### src/rtl/io_bus_controller.sv
// io_bus_controller: sequences one CPU IO request at a time onto the
// peripheral bus. It decodes the device/register address, issues a single
// strobe cycle, waits for the selected device's ack (bounded by a timeout),
// and returns one response pulse.
module io_bus_controller #(
  parameter int DATA_WIDTH     = 32,
  parameter int TIMEOUT_CYCLES = 15
) (
  input  logic                    Clock,
  input  logic                    Reset,
  input  logic                    Req_Valid,
  output logic                    Req_Ready,
  input  logic                    Req_Write,
  input  logic [6:0]              Req_Addr,
  input  logic [DATA_WIDTH-1:0]   Req_WrData,
  output logic                    Rsp_Valid,
  output logic [DATA_WIDTH-1:0]   Rsp_RdData,
  output logic                    Rsp_Error,
  output logic [7:0]              Dev_Sel,
  output logic [3:0]              Dev_RegAddr,
  output logic                    Dev_RdEn,
  output logic                    Dev_WrEn,
  output logic [DATA_WIDTH-1:0]   Dev_WrData,
  input  logic [7:0]              Dev_Ack,
  input  logic [8*DATA_WIDTH-1:0] Dev_RdData
);

  localparam int CW = $clog2(TIMEOUT_CYCLES + 1);

  typedef enum logic [1:0] {IDLE, STROBE, WAIT, RESP} state_t;

  typedef struct packed {
    logic                  wr;
    logic [2:0]            dev;
    logic [3:0]            ra;
    logic [DATA_WIDTH-1:0] wdata;
  } req_t;

  state_t                state, state_nxt;
  req_t                  req_q;
  logic [CW-1:0]         cnt_q;
  logic [DATA_WIDTH-1:0] rdata_q;
  logic                  err_q;

  logic                  dec_err;
  logic                  ack_sel;
  logic                  tmo_hit;
  logic [DATA_WIDTH-1:0] ack_data;
  logic [DATA_WIDTH-1:0] rd_slice [8];

  // Split the flat per-device read bus into one slice per device.
  for (genvar g = 0; g < 8; g++) begin : g_slice
    assign rd_slice[g] = Dev_RdData[g*DATA_WIDTH +: DATA_WIDTH];
  end

  // Only the latched device's ack/data matter; everyone else is ignored.
  assign ack_sel  = Dev_Ack[req_q.dev];
  assign ack_data = rd_slice[req_q.dev];

  // Last WAIT cycle: one more miss would make the count reach the limit.
  assign tmo_hit  = (cnt_q == CW'(TIMEOUT_CYCLES - 1));

  // Address decode: reserved devices and registers past each device's count.
  always_comb begin
    dec_err = 1'b1;
    case (Req_Addr[6:4])
      3'd0:    dec_err = (Req_Addr[3:0] > 4'd1); // EIC
      3'd1:    dec_err = (Req_Addr[3:0] > 4'd3); // BKD
      3'd2:    dec_err = (Req_Addr[3:0] > 4'd4); // UART
      3'd3:    dec_err = (Req_Addr[3:0] > 4'd1); // STMR
      default: dec_err = 1'b1;
    endcase
  end

  // State register.
  always_ff @(posedge Clock) begin
    if (!Reset) state <= IDLE;
    else        state <= state_nxt;
  end

  // Next-state logic; an ack in the timeout cycle still counts as success.
  always_comb begin
    state_nxt = state;
    case (state)
      IDLE:    if (Req_Valid) state_nxt = dec_err ? RESP : STROBE;
      STROBE:  state_nxt = ack_sel ? RESP : WAIT;
      WAIT:    if (ack_sel || tmo_hit) state_nxt = RESP;
      RESP:    state_nxt = IDLE;
      default: state_nxt = IDLE;
    endcase
  end

  // Request latch, timeout counter and response capture.
  always_ff @(posedge Clock) begin
    if (!Reset) begin
      req_q   <= '0;
      cnt_q   <= '0;
      rdata_q <= '0;
      err_q   <= 1'b0;
    end else begin
      case (state)
        IDLE: if (Req_Valid) begin
          req_q.wr    <= Req_Write;
          req_q.dev   <= Req_Addr[6:4];
          req_q.ra    <= Req_Addr[3:0];
          req_q.wdata <= Req_WrData;
          rdata_q     <= '0;
          err_q       <= dec_err;
        end
        STROBE: begin
          cnt_q <= '0;
          if (ack_sel) begin
            rdata_q <= req_q.wr ? '0 : ack_data;
            err_q   <= 1'b0;
          end
        end
        WAIT: begin
          if (ack_sel) begin
            rdata_q <= req_q.wr ? '0 : ack_data;
            err_q   <= 1'b0;
          end else if (tmo_hit) begin
            rdata_q <= '0;
            err_q   <= 1'b1;
          end
          // Saturate rather than wrap.
          if (!ack_sel && cnt_q != CW'(TIMEOUT_CYCLES)) cnt_q <= cnt_q + 1'b1;
        end
        default: ;
      endcase
    end
  end

  // Outputs are a pure function of state and latched request.
  always_comb begin
    Req_Ready   = 1'b0;
    Rsp_Valid   = 1'b0;
    Rsp_RdData  = '0;
    Rsp_Error   = 1'b0;
    Dev_Sel     = '0;
    Dev_RegAddr = '0;
    Dev_RdEn    = 1'b0;
    Dev_WrEn    = 1'b0;
    Dev_WrData  = '0;
    case (state)
      IDLE: Req_Ready = 1'b1;
      STROBE: begin
        Dev_Sel     = 8'b1 << req_q.dev;
        Dev_RegAddr = req_q.ra;
        Dev_WrData  = req_q.wdata;
        Dev_RdEn    = ~req_q.wr;
        Dev_WrEn    = req_q.wr;
      end
      WAIT: begin
        Dev_Sel     = 8'b1 << req_q.dev;
        Dev_RegAddr = req_q.ra;
        Dev_WrData  = req_q.wdata;
      end
      RESP: begin
        Rsp_Valid  = 1'b1;
        Rsp_RdData = rdata_q;
        Rsp_Error  = err_q;
      end
      default: ;
    endcase
  end

endmodule
### config.mk
export PLATFORM = sky130hd
export DESIGN_NAME = io_bus_controller
export DESIGN_NICKNAME = d
export VERILOG_FILES = /design/src/rtl/io_bus_controller.sv
export SDC_FILE = /design/constraint.sdc
export NUM_CORES = 1
export LEC_CHECK = 0
export CORE_AREA = 2 2 149 151
export CTS_CLUSTER_DIAMETER = 150
export DETAILED_ROUTE_END_ITERATION = 6
export DIE_AREA = 0 0 151 153
export PLACE_DENSITY = 0.71
export SKIP_CTS_REPAIR_TIMING = 1
export SLEW_MARGIN = 20
export SYNTH_ARGS = -nofsm -noshare
export SYNTH_HDL_FRONTEND = slang
export SYNTH_SLANG_ARGS = --single-unit
### constraint.sdc
create_clock -name Clock -period 3.9 [get_ports Clock]
set_input_delay 1.17 -clock Clock [delete_from_list [all_inputs] [get_ports Clock]]
set_output_delay 1.17 -clock Clock [all_outputs]
set_load 0.1 [all_outputs]
# Yosys cells after proc, flatten, opt, wreduce, memory -nomap -nowiden

Cells that the tools add are included.

Register bits after elaboration: 79
Logic and storage cells: 76

Add/subtract/negate cells: 1
Magnitude comparators: 5
Equal/unequal tests: 13
Shifts and indexed selects: 1
Multiplexer cells: 33
Bitwise gates (word level): 2
Reductions and logical operators: 13

Operators with widths:

| cell                                                          | number |
|---|---|
| two-way mux 32 bit                                            | 9 |
| binary-select mux 32 bit (select 3 bit)                       | 1 |
| one-hot mux 32 bit (3 select lines)                           | 1 |
| two-way mux 1 bit                                             | 11 |
| two-way mux 4 bit                                             | 2 |
| two-way mux 8 bit                                             | 1 |
| != test 2 bit, second input constant                          | 4 |
| one-hot mux 2 bit (4 select lines)                            | 1 |
| one-hot mux 4 bit (2 select lines)                            | 1 |
| << shifter 1 x 3 -> 8 bit, first input constant               | 1 |
| == test 3 x 2 -> 1 bit, second input constant                 | 2 |
| two-way mux 2 bit                                             | 3 |
| one-hot mux 1 bit (3 select lines)                            | 2 |
| AND reduction 2 bit                                           | 3 |
| adder 4 x 1 -> 4 bit, second input constant                   | 1 |
| == test 2 bit, second input constant                          | 2 |
| == test 4 bit, second input constant                          | 1 |
| >= comparator 4 bit, second input constant                    | 1 |
| greater-than comparator 4 x 1 -> 1 bit, second input constant | 1 |
| greater-than comparator 4 x 2 -> 1 bit, second input constant | 1 |
| greater-than comparator 4 x 3 -> 1 bit, second input constant | 1 |
| less-than comparator 3 x 4 -> 1 bit, second input constant    | 1 |
| != test 4 bit, second input constant                          | 1 |
| NOT 3 -> 4 bit                                                | 1 |
| 14 further kinds                                              | 15 |

# Depth between registers and ports, before layout

Gate-level depths: netlist of the first run.

Word-level depth: 7
Mapped depth: 7
Mapped depth without buffers: 6

# Worst setup path before layout of the first run

Ideal clock, no wire load.

Kind: flip-flop to output port
From: register req_q[37] in the netlist's numbering
To: output Dev_Sel[2]
Arrival time: 3.264 ns
Data required time: 2.730 ns
Setup slack: -0.534 ns
Cell stages (with the launch flop): 6
Path buffers: 3
Cell sequence: dfxtp_1 buf_6 clkbuf_1 clkbuf_1 nand2_1 nor3_1

Word-level cells in the longest chain between the ends: 2

Ends and longest elaborated chain:

| element                   | RTL line | RTL |
|---|---|---|
| start: declaration        | 40       | `req_t req_q;` |
| << shifter 1 x 3 -> 8 bit | 147, 154 |  |
| two-way mux 8 bit         | n/a      |  |
| end: declaration          | 19       | `output logic [7:0] Dev_Sel,` |

Every way passes these cells.

# Worst setup path in the final report of the first run

From: register state[0]
To: output Dev_WrData[20]

Word-level cells in the longest chain between the ends: 3
Elaborated cells between the ends (all ways): 4

Ends and longest elaborated chain:

| element                                                 | RTL line | RTL |
|---|---|---|
| start: declaration                                      | 39       | `state_t state, state_nxt;` |
| start signal: assignment                                | 78       | `else state <= state_nxt;` |
| == test 2 bit or == test 2 x 1 -> 1 bit (tied branches) | 144      | `case (state)` |
| OR reduction 2 bit (no line) *                          | n/a      |  |
| two-way mux 32 bit *                                    | 144      |  |
| end: declaration                                        | 23       | `output logic [DATA_WIDTH-1:0] Dev_WrData,` |

Every way passes the cells marked *; elsewhere a longest branch is shown, timed or not.

==> out/qor.csv, run 1 <==
stage;metric;value;unit
die;# IOs;388;
placed_design;HPWL after DPL;18810;µm
worst_setup_path;Slowest Stage Delay on Critical Path;0.57;ns
sta;setup_tns;0;ns
sta;Final Max Slew Viols;0;
worst_setup_path;critical path's slowest cell;ha_1;
worst_setup_path;Reg2Reg Depth;5;
die;chip height;153;µm
final_layout;fraction of layout cells with a size suffix above 1;0.2029;
routing;routed length per placed instance;19.93;µm
worst_setup_path;crit path cell chain;inv_1 -> ha_1 -> buf_4 -> and2_1 -> buf_4;
final_layout;commonest non-fill, non-tap cell in the layout;clkdlybuf4s50_1;
final_layout;Final Util;0.4694;
synth;post-synth top area cell;dfxtp_1;
sta;final hold violation count;0;
worst_hold_path;number of cells on the worst hold path;2;
die;total die area;23100;µm²
synth;Post-Syn Instances;524;
global_routing;gr ovfl total;0;
routing;antenna-violating nets left;0;
routing;via count;5542;
die;starting density of the core;0.2480;
clock_network;TritonCTS Buffers;9;
synth;synth warn;0;
routing;Total Wirelength;23300;µm
worst_setup_path;Req. time, crit path;2.73;ns
routing;Pre-Repair DR Iteration Count;4;
final_layout;Area growth syn-to-layout;89.25;%
synth;share of the synthesized area in the top cell type;0.2968;
pwr;maximum vdd ir drop;0.3221;mV
sta;minimum clock period;3.463;ns
synth;Seq/Total Area, Yosys;0.2968;
pwr;switch share;0.4445;
global_routing;vias in the first global route;5571;
worst_setup_path;CP bufs+invs;3;
sta;RSZ-0062 raised after global routing;false;
die;Core Rows;54;
worst_setup_path;Crit path depth;5;
worst_setup_path;CP top delay family;buffers and inverters;
worst_setup_path;r2r setup slk;1.23;ns
synth;asr flop ratio synth;0;
global_routing;initial antenna violation count;5;
worst_setup_path;CP Class;flop to output pin;
placed_design;placed cell area;9802;µm²
clock_network;clk_lat worst skew;0.34;ns
synth;Post-Synthesis Cell Area;5329;µm²
placed_design;RePlAce Congestion;0.7974;
synth;count of cell types in the netlist;40;
final_layout;fin nets;1197;
worst_setup_path;Critical Path Fanout Max;27;
pwr;Seq pwr share;0.247;
sta;fin crit share;0.8880;
synth;top post-synthesis cells by area;dfxtp_1, mux4_2, and2_1;
sta;slew margin rel.;0.4211;
clock_network;clock transition at the registers of the reported paths;0.06;ns
worst_hold_path;hold_sp;req_q[34];
sta;final setup violation count;0;
final_layout;commonest non-fill, non-tap cells in the layout;clkdlybuf4s50_1, nand2_1, dfxtp_1, and2_1, mux4_2;
placed_design;PortBufs;387;
clock_network;maximum root-to-sink buffer count;2;
synth;syn_area_per_cell;10.17;µm²
worst_hold_path;HP Class;flop to flop;
worst_hold_path;Hold Crit Endpoint;req_q[34];
clock_network;CTS tree;built;
clock_network;clk sinks;79;
sta;worst clock skew;0.006070;ns
routing;DRC viols;0;
synth;synthesized flop and latch total;79;
worst_setup_path;Worst setup SP type;flop;
job;# Max-Cap Violations;0;
sta;Worst-Margin Slew;0.8683;ns
routing;vias per cell;4.741;
worst_setup_path;Worst setup EP type;output pin;
status;outcome;completed;
die;die width;151;µm
synth;number of synthesized flops with an enable pin;0;
placed_design;dpl cells;1153;
pwr;P_int;2372;µW
clock_network;clk root buf;clkbuf_16;
worst_setup_path;r2r startpoint;req_q[37];
synth;Synth Flop Type;dfxtp_1;
pwr;switching component of the power;1898;µW
synth;Synth Net Count;837;
sta;FMAX;288.8;MHz
global_routing;gr usage total;0.1917;
worst_setup_path;WP data arrival;2.29;ns
worst_setup_path;Most Frequent Cell on Critical Path;buf_4;
final_layout;FILL cells;2007;
pwr;Clk network pwr share;0.193;
pwr;P_leak;0.003621;µW
die;core area;21490;µm²
final_layout;final instance area;10080;µm²
sta;WHS;0.4489;ns
clock_network;# H-tree levels;3;
pwr;PD cells;423.5;nW/µm²
global_routing;global-route wire length before repair;33180;µm
pwr;combinational power share;0.560;
final_layout;Non-Filler Instances;1169;
global_routing;largest net degree at the start of global routing;45;
routing;Starting DRT DRC Count;294;
worst_setup_path;Reg-to-Reg End;rdata_q[13];
## layer usage
layer  global-route usage  wire [µm]  vias up
met5                    0          8        -
met4              0.05207        497        2
met3              0.06000       2199       30
met2               0.3377      11810      243
met1               0.2230       8783     2621
li1                     -          -     2646
## tightest hold or removal path, stage by stage, from the launching register on
cell and delay (ns):
dfxtp_1 0.30, nand2_1 0.05, a21oi_1 0.05
## cell type report
type                       instances  area (µm²)  area share
tap                              280       350.3     0.03474
clock buffer                      10       229.0     0.02270
clock inverter                     4       48.80    0.004839
antenna                            2       5.005   0.0004963
sequential                        79        1590      0.1577
multi-input combinational        388        3531      0.3501
inverter                           9       33.78    0.003350
timing repair buffer             397        4297      0.4261
## cell families after synthesis
kind of cell / Yosys count / synth area share
compound gates: 89 / 0.1181
xor+xnor: 1 / 0.001644
fa+ha+maj: 6 / 0.01409
buf+inv: 57 / 0.04579
flops: 79 / 0.2968
mux: 103 / 0.3489
simple gates: 189 / 0.1747
## cell usage after synthesis, drive strengths merged (6+ instances only)
library cell / n
a21oi: 42
and2: 71
buf: 16
clkbuf: 32
dfxtp: 79
ha: 6
inv: 9
mux2i: 35
mux4: 66
nand2: 88
nand2b: 6
nor2: 11
o2bb2ai: 32
## metrics by stage
stage / setup WS (ns) / total power, µW
after floorplan: 0.06261 / 2669
after global placement: 0.5317 / 3457
after detailed placement: 0.4981 / 3478
after CTS: 0.4338 / 4329
after global routing: 0.2928 / 4498
final: 0.4370 / 4271
## power groups by stage
stage               Clock (µW)  Sequential (µW)  Combinational (µW)
global route               884             1080                2540
floorplan                    0              986                1680
finish                     823             1050                2390
global placement             0             1070                2380
CTS                        851             1060                2420
detailed placement           0             1070                2400
## registers in the layout, summed over array words and instances, names as in the netlist
signal	flops
req_q	40
rdata_q	32
cnt_q	4
state	2
err_q	1
## how the worst max path moves through the flow
stage / startpoint / endpoint / slack, ns
after floorplan: req_q[38] / Dev_Sel[5] / 0.06
after global routing: state[0] / Dev_WrData[15] / 0.29
final: state[0] / Dev_WrData[20] / 0.44
after global placement: Dev_Ack[0] / err_q / 0.53
after CTS: state[0] / Dev_WrData[20] / 0.43
after detailed placement: Dev_Ack[0] / err_q / 0.50
(Power assumes the default switching activity.)
==> run 2, diff against run 1 <==
- RECOVER_POWER: not set -> 100
==> out/qor.csv, run 2 (synthesis gave the netlist of run 1 again) <==
stage;metric;value;unit;change
routing;DRC viols;0;;unchanged
pwr;switch share;0.4514;;+0.006888
routing;via count;5543;;+0.018%
pwr;switching component of the power;1892;µW;-0.31%
pwr;P_int;2300;µW;-3.1%
global_routing;initial antenna violation count;5;;unchanged
worst_setup_path;Reg-to-Reg End;err_q;;
final_layout;Area growth syn-to-layout;85.30;%;
routing;Pre-Repair DR Iteration Count;5;;+1
pwr;PD cells;424.6;nW/µm²;+0.25%
final_layout;multi-input logic area;3521;µm²;-0.28%
die;die width;151;µm;unchanged
worst_hold_path;number of cells on the worst hold path;2;;unchanged
final_layout;FILL cells;2039;;+1.6%
sta;FMAX;277.7;MHz;-3.8%
global_routing;global-route wire length before repair;33180;µm;unchanged
pwr;Seq pwr share;0.251;;+0.004
sta;final setup violation count;0;;unchanged
worst_hold_path;hold_sp;req_q[28];;
worst_setup_path;r2r setup slk;0.83;ns;-0.40 ns
routing;WL met3;2239;µm;+1.8%
worst_setup_path;CP Class;primary input to flop;;
worst_setup_path;Worst setup SP type;primary input;;
placed_design;PortBufs;387;;unchanged
final_layout;Seq. cell area;1590;µm²;unchanged
routing;Starting DRT DRC Count;273;;-7.1%
global_routing;gr ovfl total;0;;unchanged
final_layout;Biggest register;req_q;;
status;outcome;completed;;
global_routing;gr usage total;0.1917;;unchanged
sta;final hold violation count;0;;unchanged
sta;WHS;0.4486;ns;-0.0003000 ns
clock_network;clk root buf;clkbuf_16;;
die;# IOs;388;;unchanged
die;core area;21490;µm²;unchanged
routing;Metal-1 WL;8749;µm;-0.39%
worst_setup_path;r2r startpoint;req_q[37];;
worst_setup_path;Reg2Reg Depth;5;;unchanged
die;Core Rows;54;;unchanged
routing;Top Metal Used;met5;;
routing;met2 wire length;11850;µm;+0.34%
sta;slew margin rel.;0.1952;;-0.2260
clock_network;clock transition at the registers of the reported paths;0.06;ns;about the same
worst_setup_path;Critical Path Fanout Max;33;;+22%
sta;Final Max Slew Viols;0;;unchanged
sta;worst clock skew;0.007210;ns;+0.001140 ns
die;chip height;153;µm;unchanged
sta;RSZ-0062 raised after global routing;false;;
clock_network;clk_lat worst skew;0.34;ns;about the same
worst_setup_path;Worst setup EP type;flop;;
sta;fin crit share;0.9234;;+0.03545
final_layout;top flop regs;req_q: 40 flops, rdata_q: 32 flops, cnt_q: 4 flops;;
job;# Max-Cap Violations;0;;unchanged
global_routing;vias in the first global route;5571;;unchanged
final_layout;commonest non-fill, non-tap cells in the layout;clkdlybuf4s50_1, nand2_1, dfxtp_1, mux4_2, a21oi_1;;
worst_setup_path;WP data arrival;3.89;ns;+1.60 ns
final_layout;fin nets;1197;;unchanged
routing;Total Wirelength;23340;µm;+0.15%
die;starting density of the core;0.2480;;unchanged
pwr;maximum vdd ir drop;0.3187;mV;-1.1%
routing;antenna-violating nets left;0;;unchanged
final_layout;commonest non-fill, non-tap cell in the layout;clkdlybuf4s50_1;;
pwr;P_leak;0.003508;µW;-3.1%
worst_setup_path;Req. time, crit path;4.18;ns;+1.45 ns
worst_hold_path;Hold Crit Endpoint;req_q[28];;
final_layout;Non-Filler Instances;1169;;unchanged
final_layout;Largest register FFs;40;;unchanged
placed_design;HPWL after DPL;18810;µm;unchanged
sta;Worst-Margin Slew;1.212;ns;+0.3442 ns
clock_network;maximum root-to-sink buffer count;2;;unchanged
clock_network;# H-tree levels;3;;unchanged
worst_hold_path;HP Class;flop to flop;;
pwr;combinational power share;0.552;;-0.008
placed_design;dpl cells;1153;;unchanged
sta;setup_tns;0;ns;unchanged
placed_design;RePlAce Congestion;0.7974;;unchanged
routing;routed length per placed instance;19.96;µm;+0.15%
final_layout;fraction of layout cells with a size suffix above 1;0.1928;;-0.01015
die;total die area;23100;µm²;unchanged
routing;vias per cell;4.742;;about the same
clock_network;clk sinks;79;;unchanged
pwr;Clk network pwr share;0.197;;+0.004
clock_network;CTS tree;built;;
clock_network;TritonCTS Buffers;9;;unchanged
global_routing;largest net degree at the start of global routing;45;;unchanged
sta;minimum clock period;3.601;ns;+0.1382 ns
## run 2: metrics by stage
step                utilization  worst slack (ns)  power [µW]  instance area [µm²]
global placement         0.4562            0.5317        3457                 9802
CTS                      0.4691            0.4338        4329                10080
detailed placement       0.4562            0.4981        3478                 9802
finish                   0.4596            0.2987        4192                 9874
global route             0.4596            0.1500        4422                 9874
floorplan                     -           0.06261        2669                 5339
## run 2: cell type report
type,count,share of cell area
diodes,2,0.0005068
repair buffers,397,0.4149
inverters,9,0.003421
clock inverters,4,0.004942
flip-flops and latches,79,0.1610
multi-input cells,388,0.3566
well taps,280,0.03548
clock buffers,10,0.02319
## run 2: metal layers
metal / vias up / track usage
li1: 2648 / -
met1: 2601 / 0.2230
met2: 262 / 0.3377
met3: 30 / 0.06000
met4: 2 / 0.05207
met5: - / 0
## run 2: worst max path at each step
stage | start | to | slack (ns) | cells past startpoint
2_1_floorplan | req_q[38] | Dev_Sel[5] | 0.06 | 5
3_3_place_gp | Dev_Ack[0] | err_q | 0.53 | 6
3_5_place_dp | Dev_Ack[0] | err_q | 0.50 | 6
4_1_cts | state[0] | Dev_WrData[20] | 0.43 | 5
5_1_grt | state[0] | Dev_WrData[28] | 0.15 | 5
6_report | Dev_Ack[2] | err_q | 0.30 | 6
## run 2: critical path, stage by stage
cell	delay, ns
dlygate4sd3_1	0.60
mux4_2	0.45
mux2_1	0.49
o31ai_4	0.29
clkbuf_2	0.61
a221o_1	0.26
## run 2: power by group through the flow
stage               sequential [µW]  combinational, µW  clock, µW
detailed placement             1070               2400          0
floorplan                       986               1680          0
CTS                            1060               2420        851
finish                         1050               2320        824
global route                   1080               2460        884
global placement               1070               2380          0
